**config.mk**
```make
export PLATFORM = sky130hd
export DESIGN_NAME = dram_arbiter_flat
export DESIGN_NICKNAME = d
export VERILOG_FILES = /design/src/rtl/dram_arb_pkg.sv /design/src/rtl/dram_arb_if.sv /design/src/rtl/dram_arb_pick.sv /design/src/rtl/dram_arbiter.sv /design/src/flat_wrapper.sv
export SDC_FILE = /design/constraint.sdc
export NUM_CORES = 1
export LEC_CHECK = 0
export ABC_AREA = 1
export BUFFER_PORTS_ARGS = -buffer_cell sky130_fd_sc_hd__buf_2
export CAP_MARGIN = 40
export CORE_ASPECT_RATIO = 1.5
export CORE_UTILIZATION = 34
export CTS_CLUSTER_SIZE = 40
export DETAILED_ROUTE_END_ITERATION = 10
export GPL_TIMING_DRIVEN = 0
export PLACE_DENSITY = 0.8
export SYNTH_ARGS = -nofsm -noshare
export SYNTH_HDL_FRONTEND = slang
export SYNTH_HIERARCHICAL = 1
export SYNTH_SLANG_ARGS = --single-unit
```
**constraint.sdc**
```tcl
create_clock -name clk -period 2 [get_ports clk]
set_input_delay 0.1 -clock clk [delete_from_list [all_inputs] [get_ports clk]]
set_output_delay 0.1 -clock clk [all_outputs]
set_load 0.1 [all_outputs]
```
**src/rtl/dram_arb_pkg.sv**
```systemverilog
// Shared types and constants for the two-requester image RAM arbiter.
package dram_arb_pkg;

  typedef enum logic [1:0] {
    IDLE = 2'b00,
    OWN0 = 2'b01,
    OWN1 = 2'b10
  } owner_state_e;

  localparam int REQ_CORE   = 0;
  localparam int REQ_IO     = 1;
  localparam int DEF_ADDR_W = 16;
  localparam int DEF_DATA_W = 8;

  function automatic logic [1:0] req_onehot(input logic id);
    return id ? 2'b10 : 2'b01;
  endfunction

endpackage

```
**src/rtl/dram_arb_if.sv**
```systemverilog
// Bundle of both requester ports and the single RAM port seen by the arbiter.
interface dram_arb_if
  import dram_arb_pkg::*;
#(
  parameter int ADDR_W = DEF_ADDR_W,
  parameter int DATA_W = DEF_DATA_W
) ();

  // Handshake: a requester raises req with stable we/lock/addr/wdata and holds
  // them until gnt; the transaction transfers in the cycle where req && gnt.
  logic              p0_req, p0_we, p0_lock, p0_gnt, p0_rvalid;
  logic [ADDR_W-1:0] p0_addr;
  logic [DATA_W-1:0] p0_wdata, p0_rdata;
  logic              p1_req, p1_we, p1_lock, p1_gnt, p1_rvalid;
  logic [ADDR_W-1:0] p1_addr;
  logic [DATA_W-1:0] p1_wdata, p1_rdata;
  logic [ADDR_W-1:0] mem_addr;
  logic              mem_read, mem_write;
  logic [DATA_W-1:0] mem_din, mem_dout;

  modport slave (
    input  p0_req, p0_we, p0_lock, p0_addr, p0_wdata,
    input  p1_req, p1_we, p1_lock, p1_addr, p1_wdata,
    input  mem_dout,
    output p0_gnt, p0_rvalid, p0_rdata,
    output p1_gnt, p1_rvalid, p1_rdata,
    output mem_addr, mem_read, mem_write, mem_din
  );

  modport master (
    output p0_req, p0_we, p0_lock, p0_addr, p0_wdata,
    output p1_req, p1_we, p1_lock, p1_addr, p1_wdata,
    output mem_dout,
    input  p0_gnt, p0_rvalid, p0_rdata,
    input  p1_gnt, p1_rvalid, p1_rdata,
    input  mem_addr, mem_read, mem_write, mem_din
  );

endinterface

```
**src/rtl/dram_arb_pick.sv**
```systemverilog
// Combinational grant selection from requests, owner state and round-robin pointer.
module dram_arb_pick
  import dram_arb_pkg::*;
(
  input  logic [1:0]   req_i,
  input  owner_state_e state_i,
  input  logic         rr_ptr_i,
  output logic [1:0]   gnt_o
);

  always_comb begin
    gnt_o = 2'b00;
    case (state_i)
      // An owner keeps exclusive eligibility even on cycles it does not request.
      OWN0: gnt_o[REQ_CORE] = req_i[REQ_CORE];
      OWN1: gnt_o[REQ_IO]   = req_i[REQ_IO];
      default: begin
        case (req_i)
          2'b01:   gnt_o = 2'b01;
          2'b10:   gnt_o = 2'b10;
          2'b11:   gnt_o = req_onehot(rr_ptr_i);
          default: gnt_o = 2'b00;
        endcase
      end
    endcase
  end

endmodule

```
**src/rtl/dram_arbiter.sv**
```systemverilog
// Round-robin arbiter with bounded locked bursts in front of the single-port image RAM.
module dram_arbiter
  import dram_arb_pkg::*;
#(
  parameter int  ADDR_W    = DEF_ADDR_W,
  parameter int  DATA_W    = DEF_DATA_W,
  parameter int  BURST_MAX = 16,
  localparam int CNT_W     = $clog2(BURST_MAX + 1)
) (
  input  logic             clk,
  input  logic             rst,
  dram_arb_if.slave        bus,
  output owner_state_e     state_o,
  output logic             rr_ptr_o,
  output logic [CNT_W-1:0] burst_cnt_o
);

  owner_state_e      state_q, state_d;
  logic              rr_q, rr_d;
  logic [CNT_W-1:0]  cnt_q, cnt_d, cnt_inc;
  logic [1:0]        rvalid_q, rvalid_d;
  logic [1:0]        req, pick_gnt, gnt;
  logic              any_gnt, sel, sel_we, sel_lock;
  logic [ADDR_W-1:0] sel_addr;
  logic [DATA_W-1:0] sel_wdata;

  assign req = {bus.p1_req, bus.p0_req};

  dram_arb_pick u_pick (
    .req_i   (req),
    .state_i (state_q),
    .rr_ptr_i(rr_q),
    .gnt_o   (pick_gnt)
  );

  // Grants are masked while reset is held so the RAM sees no strobes.
  assign gnt     = rst ? 2'b00 : pick_gnt;
  assign any_gnt = |gnt;
  assign sel     = gnt[REQ_IO];

  always_comb begin
    sel_we    = bus.p0_we;
    sel_lock  = bus.p0_lock;
    sel_addr  = bus.p0_addr;
    sel_wdata = bus.p0_wdata;
    if (sel) begin
      sel_we    = bus.p1_we;
      sel_lock  = bus.p1_lock;
      sel_addr  = bus.p1_addr;
      sel_wdata = bus.p1_wdata;
    end
  end

  assign bus.p0_gnt    = gnt[REQ_CORE];
  assign bus.p1_gnt    = gnt[REQ_IO];
  assign bus.mem_addr  = sel_addr;
  assign bus.mem_din   = sel_wdata;
  assign bus.mem_read  = any_gnt & ~sel_we;
  assign bus.mem_write = any_gnt & sel_we;
  assign bus.p0_rdata  = bus.mem_dout;
  assign bus.p1_rdata  = bus.mem_dout;
  assign bus.p0_rvalid = rvalid_q[REQ_CORE];
  assign bus.p1_rvalid = rvalid_q[REQ_IO];

  assign cnt_inc  = (state_q == IDLE) ? CNT_W'(1) : cnt_q + 1'b1;
  assign rvalid_d = gnt & ~{bus.p1_we, bus.p0_we};

  always_comb begin
    state_d = state_q;
    rr_d    = rr_q;
    cnt_d   = cnt_q;
    if (any_gnt) begin
      // The BURST_MAX-th consecutive grant always hands the pointer to the other side.
      if (sel_lock && (cnt_inc != CNT_W'(BURST_MAX))) begin
        state_d = sel ? OWN1 : OWN0;
        cnt_d   = cnt_inc;
      end else begin
        state_d = IDLE;
        cnt_d   = '0;
        rr_d    = ~sel;
      end
    end else if (state_q != IDLE) begin
      state_d = IDLE;
      cnt_d   = '0;
      rr_d    = (state_q == OWN0);
    end
  end

  always_ff @(posedge clk or posedge rst) begin
    if (rst) begin
      state_q  <= IDLE;
      rr_q     <= 1'b0;
      cnt_q    <= '0;
      rvalid_q <= 2'b00;
    end else begin
      state_q  <= state_d;
      rr_q     <= rr_d;
      cnt_q    <= cnt_d;
      rvalid_q <= rvalid_d;
    end
  end

  assign state_o     = state_q;
  assign rr_ptr_o    = rr_q;
  assign burst_cnt_o = cnt_q;

endmodule

```
**src/flat_wrapper.sv**
```systemverilog
// flat-port wrapper written by rule: the top's interface ports become plain ports
module dram_arbiter_flat import dram_arb_pkg::*;
#(
  parameter int  ADDR_W    = DEF_ADDR_W,
  parameter int  DATA_W    = DEF_DATA_W,
  parameter int  BURST_MAX = 16,
  localparam int CNT_W     = $clog2(BURST_MAX + 1)
)
  (clk, rst, state_o, rr_ptr_o, burst_cnt_o, bus_p0_req, bus_p0_we, bus_p0_lock, bus_p0_addr, bus_p0_wdata, bus_p1_req, bus_p1_we, bus_p1_lock, bus_p1_addr, bus_p1_wdata, bus_mem_dout, bus_p0_gnt, bus_p0_rvalid, bus_p0_rdata, bus_p1_gnt, bus_p1_rvalid, bus_p1_rdata, bus_mem_addr, bus_mem_read, bus_mem_write, bus_mem_din);
  dram_arb_if #(.ADDR_W(ADDR_W), .DATA_W(DATA_W)) bus_i ();
  input  logic clk;
  input  logic rst;
  output owner_state_e state_o;
  output logic rr_ptr_o;
  output logic [CNT_W-1:0] burst_cnt_o;
  input wire logic [$bits(bus_i.p0_req)-1:0] bus_p0_req;
  input wire logic [$bits(bus_i.p0_we)-1:0] bus_p0_we;
  input wire logic [$bits(bus_i.p0_lock)-1:0] bus_p0_lock;
  input wire logic [$bits(bus_i.p0_addr)-1:0] bus_p0_addr;
  input wire logic [$bits(bus_i.p0_wdata)-1:0] bus_p0_wdata;
  input wire logic [$bits(bus_i.p1_req)-1:0] bus_p1_req;
  input wire logic [$bits(bus_i.p1_we)-1:0] bus_p1_we;
  input wire logic [$bits(bus_i.p1_lock)-1:0] bus_p1_lock;
  input wire logic [$bits(bus_i.p1_addr)-1:0] bus_p1_addr;
  input wire logic [$bits(bus_i.p1_wdata)-1:0] bus_p1_wdata;
  input wire logic [$bits(bus_i.mem_dout)-1:0] bus_mem_dout;
  output wire logic [$bits(bus_i.p0_gnt)-1:0] bus_p0_gnt;
  output wire logic [$bits(bus_i.p0_rvalid)-1:0] bus_p0_rvalid;
  output wire logic [$bits(bus_i.p0_rdata)-1:0] bus_p0_rdata;
  output wire logic [$bits(bus_i.p1_gnt)-1:0] bus_p1_gnt;
  output wire logic [$bits(bus_i.p1_rvalid)-1:0] bus_p1_rvalid;
  output wire logic [$bits(bus_i.p1_rdata)-1:0] bus_p1_rdata;
  output wire logic [$bits(bus_i.mem_addr)-1:0] bus_mem_addr;
  output wire logic [$bits(bus_i.mem_read)-1:0] bus_mem_read;
  output wire logic [$bits(bus_i.mem_write)-1:0] bus_mem_write;
  output wire logic [$bits(bus_i.mem_din)-1:0] bus_mem_din;
  assign bus_i.p0_req = bus_p0_req;
  assign bus_i.p0_we = bus_p0_we;
  assign bus_i.p0_lock = bus_p0_lock;
  assign bus_i.p0_addr = bus_p0_addr;
  assign bus_i.p0_wdata = bus_p0_wdata;
  assign bus_i.p1_req = bus_p1_req;
  assign bus_i.p1_we = bus_p1_we;
  assign bus_i.p1_lock = bus_p1_lock;
  assign bus_i.p1_addr = bus_p1_addr;
  assign bus_i.p1_wdata = bus_p1_wdata;
  assign bus_i.mem_dout = bus_mem_dout;
  assign bus_p0_gnt = bus_i.p0_gnt;
  assign bus_p0_rvalid = bus_i.p0_rvalid;
  assign bus_p0_rdata = bus_i.p0_rdata;
  assign bus_p1_gnt = bus_i.p1_gnt;
  assign bus_p1_rvalid = bus_i.p1_rvalid;
  assign bus_p1_rdata = bus_i.p1_rdata;
  assign bus_mem_addr = bus_i.mem_addr;
  assign bus_mem_read = bus_i.mem_read;
  assign bus_mem_write = bus_i.mem_write;
  assign bus_mem_din = bus_i.mem_din;
  dram_arbiter #(.ADDR_W(ADDR_W), .DATA_W(DATA_W), .BURST_MAX(BURST_MAX)) u_core (.clk(clk), .rst(rst), .bus(bus_i), .state_o(state_o), .rr_ptr_o(rr_ptr_o), .burst_cnt_o(burst_cnt_o));
endmodule
```
==> results of run 1 <==
==> logic make-up after synthesis <==
kind of cell | count (synthesis) | share of synthesized area, %
buffers and inverters | 39 | 20.8
AO/OA/AOI/OAI | 8 | 4.02
flip-flops | 10 | 23.6
AND/OR/NAND/NOR | 123 | 48.0
adder cells (fa/ha/maj) | 3 | 3.55
==> synthesized netlist by cell type, drive strengths merged <==
| library cell | instances |
|---|---|
| nand4 | 1 |
| a21oi | 2 |
| nor2 | 15 |
| inv | 17 |
| dfrtp | 10 |
| ha | 3 |
| o22ai | 2 |
| nand2 | 96 |
| nand3 | 11 |
| o21ai | 4 |
| buf | 22 |
==> metrics by stage <==
step                      std cells  util [%]
after floorplan                 183         -
after global placement          331      76.3
after detailed placement        331      76.3
==> metrics, run 1 <==
post-synthesis cell area=1060 sq um; post-detail-place hpwl=3080 um; post-synthesis cell count=183; post-cts hold buffer count=1; syn_nets=250; First Err=[ERROR DPL-0033] detailed placement checks failed during check placement.; syn_area_per_cell=5.78 sq um; post-synth top area share=33.7%; placed cell area=2240 sq um; CTS Buf Count=3; cell taking the most area after synthesis=nand2_1; # rows=24; IO Port Bufs=about 110; Synth warnings=6; post-CTS setup buffer count=9; effective utilization at floorplan=36.0%; H-tree Lvls=1; # IOs=118; pre-CTS WS=-0.380 ns; Chip Width=47.6 um; Max clock buf depth=2; top cells by area, synth=nand2_1, dfrtp_1, buf_4, inv_1, nor2_1; Yosys cell types=18; status=aborted with a tool error; routability cong.=about 0.75; post-CTS sizing=139; die span in y=70.3 um; CTS Sinks=10; Root Driver=clkbuf_8; Stopped at=clock tree synthesis; Yosys reg bits=10; register area share after synthesis=23.6%
==> inputs of run 2 (changes only) <==
Settings changed: CORE_AREA from default to 2 2 63 65, CORE_ASPECT_RATIO 1.5 to default, CORE_UTILIZATION 34 to default, CTS_CLUSTER_SIZE 40 to default, DIE_AREA from default to 0 0 65 67, PLACE_DENSITY 0.8 to default, PLACE_DENSITY_LB_ADDON from default to 0.15.
==> run 2 against run 1 <==
The flow now finishes, with violations (negative setup slack). Synthesized cell count did not move. Area after synthesis is the same.
==> metrics, run 2 <==
Area growth syn-to-layout=197%; violated checks=negative setup slack; # IOs=118 (unchanged); # Max-Cap Violations=0; final worst slack=-0.163 ns; max reg flops=5; Synth top cells by count=nand2_1, buf_4, inv_1; H-tree Lvls=1 (unchanged); Pleak=1.52 nW; first-pass iteration count of the detailed router=4; largest net degree at the start of global routing=13; IO Port Bufs=109 (unchanged); Final period util=108%; power per cell area=919 nW/um^2; register area share after synthesis=23.6% (unchanged); Crit path depth=12; FFs w/ async S/R, synth=100% (unchanged); TritonCTS clock tree=yes; Ant. Diodes=0; crit path cell chain=inv_4 > ha_4 > nand2_2 > nor2_1 > nor2_1 > nand2_2 > inv_2 > buf_12 > clkbuf_16 > nand2_4 > nand2_8 > buf_12; commonest non-fill, non-tap cells in the layout=buf_2, nand2_2, buf_12, nand2_8, buf_4; Setup Skew=0.00121 ns; Hold Fails Final Rpt=0; critical path buffer and inverter count=5; count of pins over their slew limit=0; syn_area_per_cell=5.78 sq um (unchanged); post-synthesis cell count=183 (unchanged); cell taking the most area after synthesis=nand2_1; Chip Width=65 um (+37%); Net count, final=380; global route overflow=0; Hold Slack=between 0.05 and 0.06 ns; Slew HR=66.9%; Critical Path AT=slightly above 2 ns; CTS Buf Count=3 (unchanged); most frequent cell after synthesis=nand2_1; Critical-path top delay cell=dfrtp_4; Worst VDD drop=0.801 mV; Yosys reg bits=10 (unchanged); post-synthesis cell area=1060 sq um (unchanged); R2R Path End=u_core/rr_ptr_o; placed cell area=2260 sq um (+0.50%); HP Class=in2reg; antenna violations before repair=0; Crit Path Class=reg2out; WL/cell=16.3 um; Post-Layout Inst Area=3150 sq um; worst endpoint required time=~1.9 ns; Residual DRC=0; Max Clk Rate=around 460 MHz; routability cong.=0.842 (+11%); Critical Path Fanout Max=8; worst slew pin tran=approximately 0.50 ns; core area=3610 sq um; FF-to-FF path depth=15; crit end category=output port; Worst setup startpoint=u_core/state_o[0]; RSZ-0062 raised after global routing=yes; post-synth top area share=33.7% (unchanged); CP peak stage delay=0.49 ns; top cells by area, synth=nand2_1, dfrtp_1, buf_4, inv_1, nor2_1; CP endpoint=bus_mem_addr[10]; status=finished, violations left; Final Setup Violations=31; Root Driver=clkbuf_8; Total Routing Usage GR=21.2%; Via Count=1672; Reg2Reg Setup Slack=-0.08 ns; Final Critical Period=between 2 and 2.5 ns; Main synth FF type=dfrtp_1; # rows=22 (-8.3%); Yosys cell types=18 (unchanged); vias in the first global route=1567; CTS Sinks=10 (unchanged); die span in y=67 um (-4.7%); post-detail-place hpwl=3000 um (-2.4%); Max clock buf depth=2 (unchanged); Post-DRT Antenna Nets=0; CP top delay family=buffers and inverters; Synth warnings=6 (unchanged); pre-CTS WS=-0.431 ns (-0.0510 ns); syn_nets=250 (unchanged); global-route wire length before repair=7100 um; die area=4360 sq um; clk slew on worst S/H paths=0.05 ns; effective utilization at floorplan=29.4% (-6.6 points); DRT Wirelength=about 5900 um; via/cell ratio=4.64; layout cells sized above 1=a little under 80%; crit path launch type=flop; number of enable flip-flop cells after synthesis=0 (unchanged); initial DRC count=57; most common cell after layout, fill and taps aside=buf_2; R2R Path Start=u_core/state_o[0]; Worst-Skew Late Latency=0.23 ns
-- run 2: final cells by class --
class / count / area [sq um]
multi-input combinational: 134 / 1330
fill: 166 / 459
inverter: 17 / 70.1
buffer: 22 / 234
tap: 48 / 60.1
clock buffer: 4 / 45.0
timing repair buffer: 125 / 1150
sequential: 10 / 259
-- run 2: kinds of logic after synthesis --
family | synth area share, %
compound gates | 4.02
fa+ha+maj | 3.55
buf+inv | 20.8
flops | 23.6
simple gates | 48.0
-- run 2: how the worst min path moves through the flow --
stage,from,slack (ns),endpoint,cells after the start
4_1_cts,bus_p1_we,0.04,u_core/rvalid_q[1],2
2_1_floorplan,rst,-0.10,u_core/burst_cnt_o[0],1
3_5_place_dp,rst,0.04,u_core/burst_cnt_o[4],2
5_1_grt,bus_p1_we,0.06,u_core/rvalid_q[1],2
3_3_place_gp,rst,0.04,u_core/state_o[1],2
6_report,bus_p1_we,0.05,u_core/rvalid_q[1],2
-- run 2: metal layers --
metal,part of all wire [%],vias up,global-route usage (%)
li1,-,798,-
met1,32,776,21.1
met2,59,86,44.5
met3,6.7,12,4.39
met4,2.7,0,3.99
met5,0,-,0
-- run 2: what timing repair did --
action / 4_1_cts / 5_1_grt
setup endpoints to repair: 27 / 33
endpoints found under the hold margin: 10 / 0
setup buffers: 9 / 4
resized for setup: 149 / 30
hold buffers: 1 / 0
gates cloned: 1 / 1
pin swaps: 2 / 24
-- run 2: power breakdown --
part,total [mW],switching [mW],internal [mW]
Clock,0.216,0.0761,0.139
Combinational,2.40,1.60,0.794
Sequential,0.278,0.0407,0.238
-- run 2: metrics by stage --
step / instances / power (mW) / util [%] / setup TNS [ns]
final: 360 / 2.89 / 87.3 / -3.62
after global placement: 340 / 2.05 / 62.6 / -5.48
after global routing: 360 / 2.98 / 87.3 / -6.44
after detailed placement: 340 / 2.06 / 62.6 / -5.61
after floorplan: 183 / 1.81 / - / -4.40
after CTS: 355 / 2.73 / 81.4 / -2.19
(Power assumes the default switching activity.)
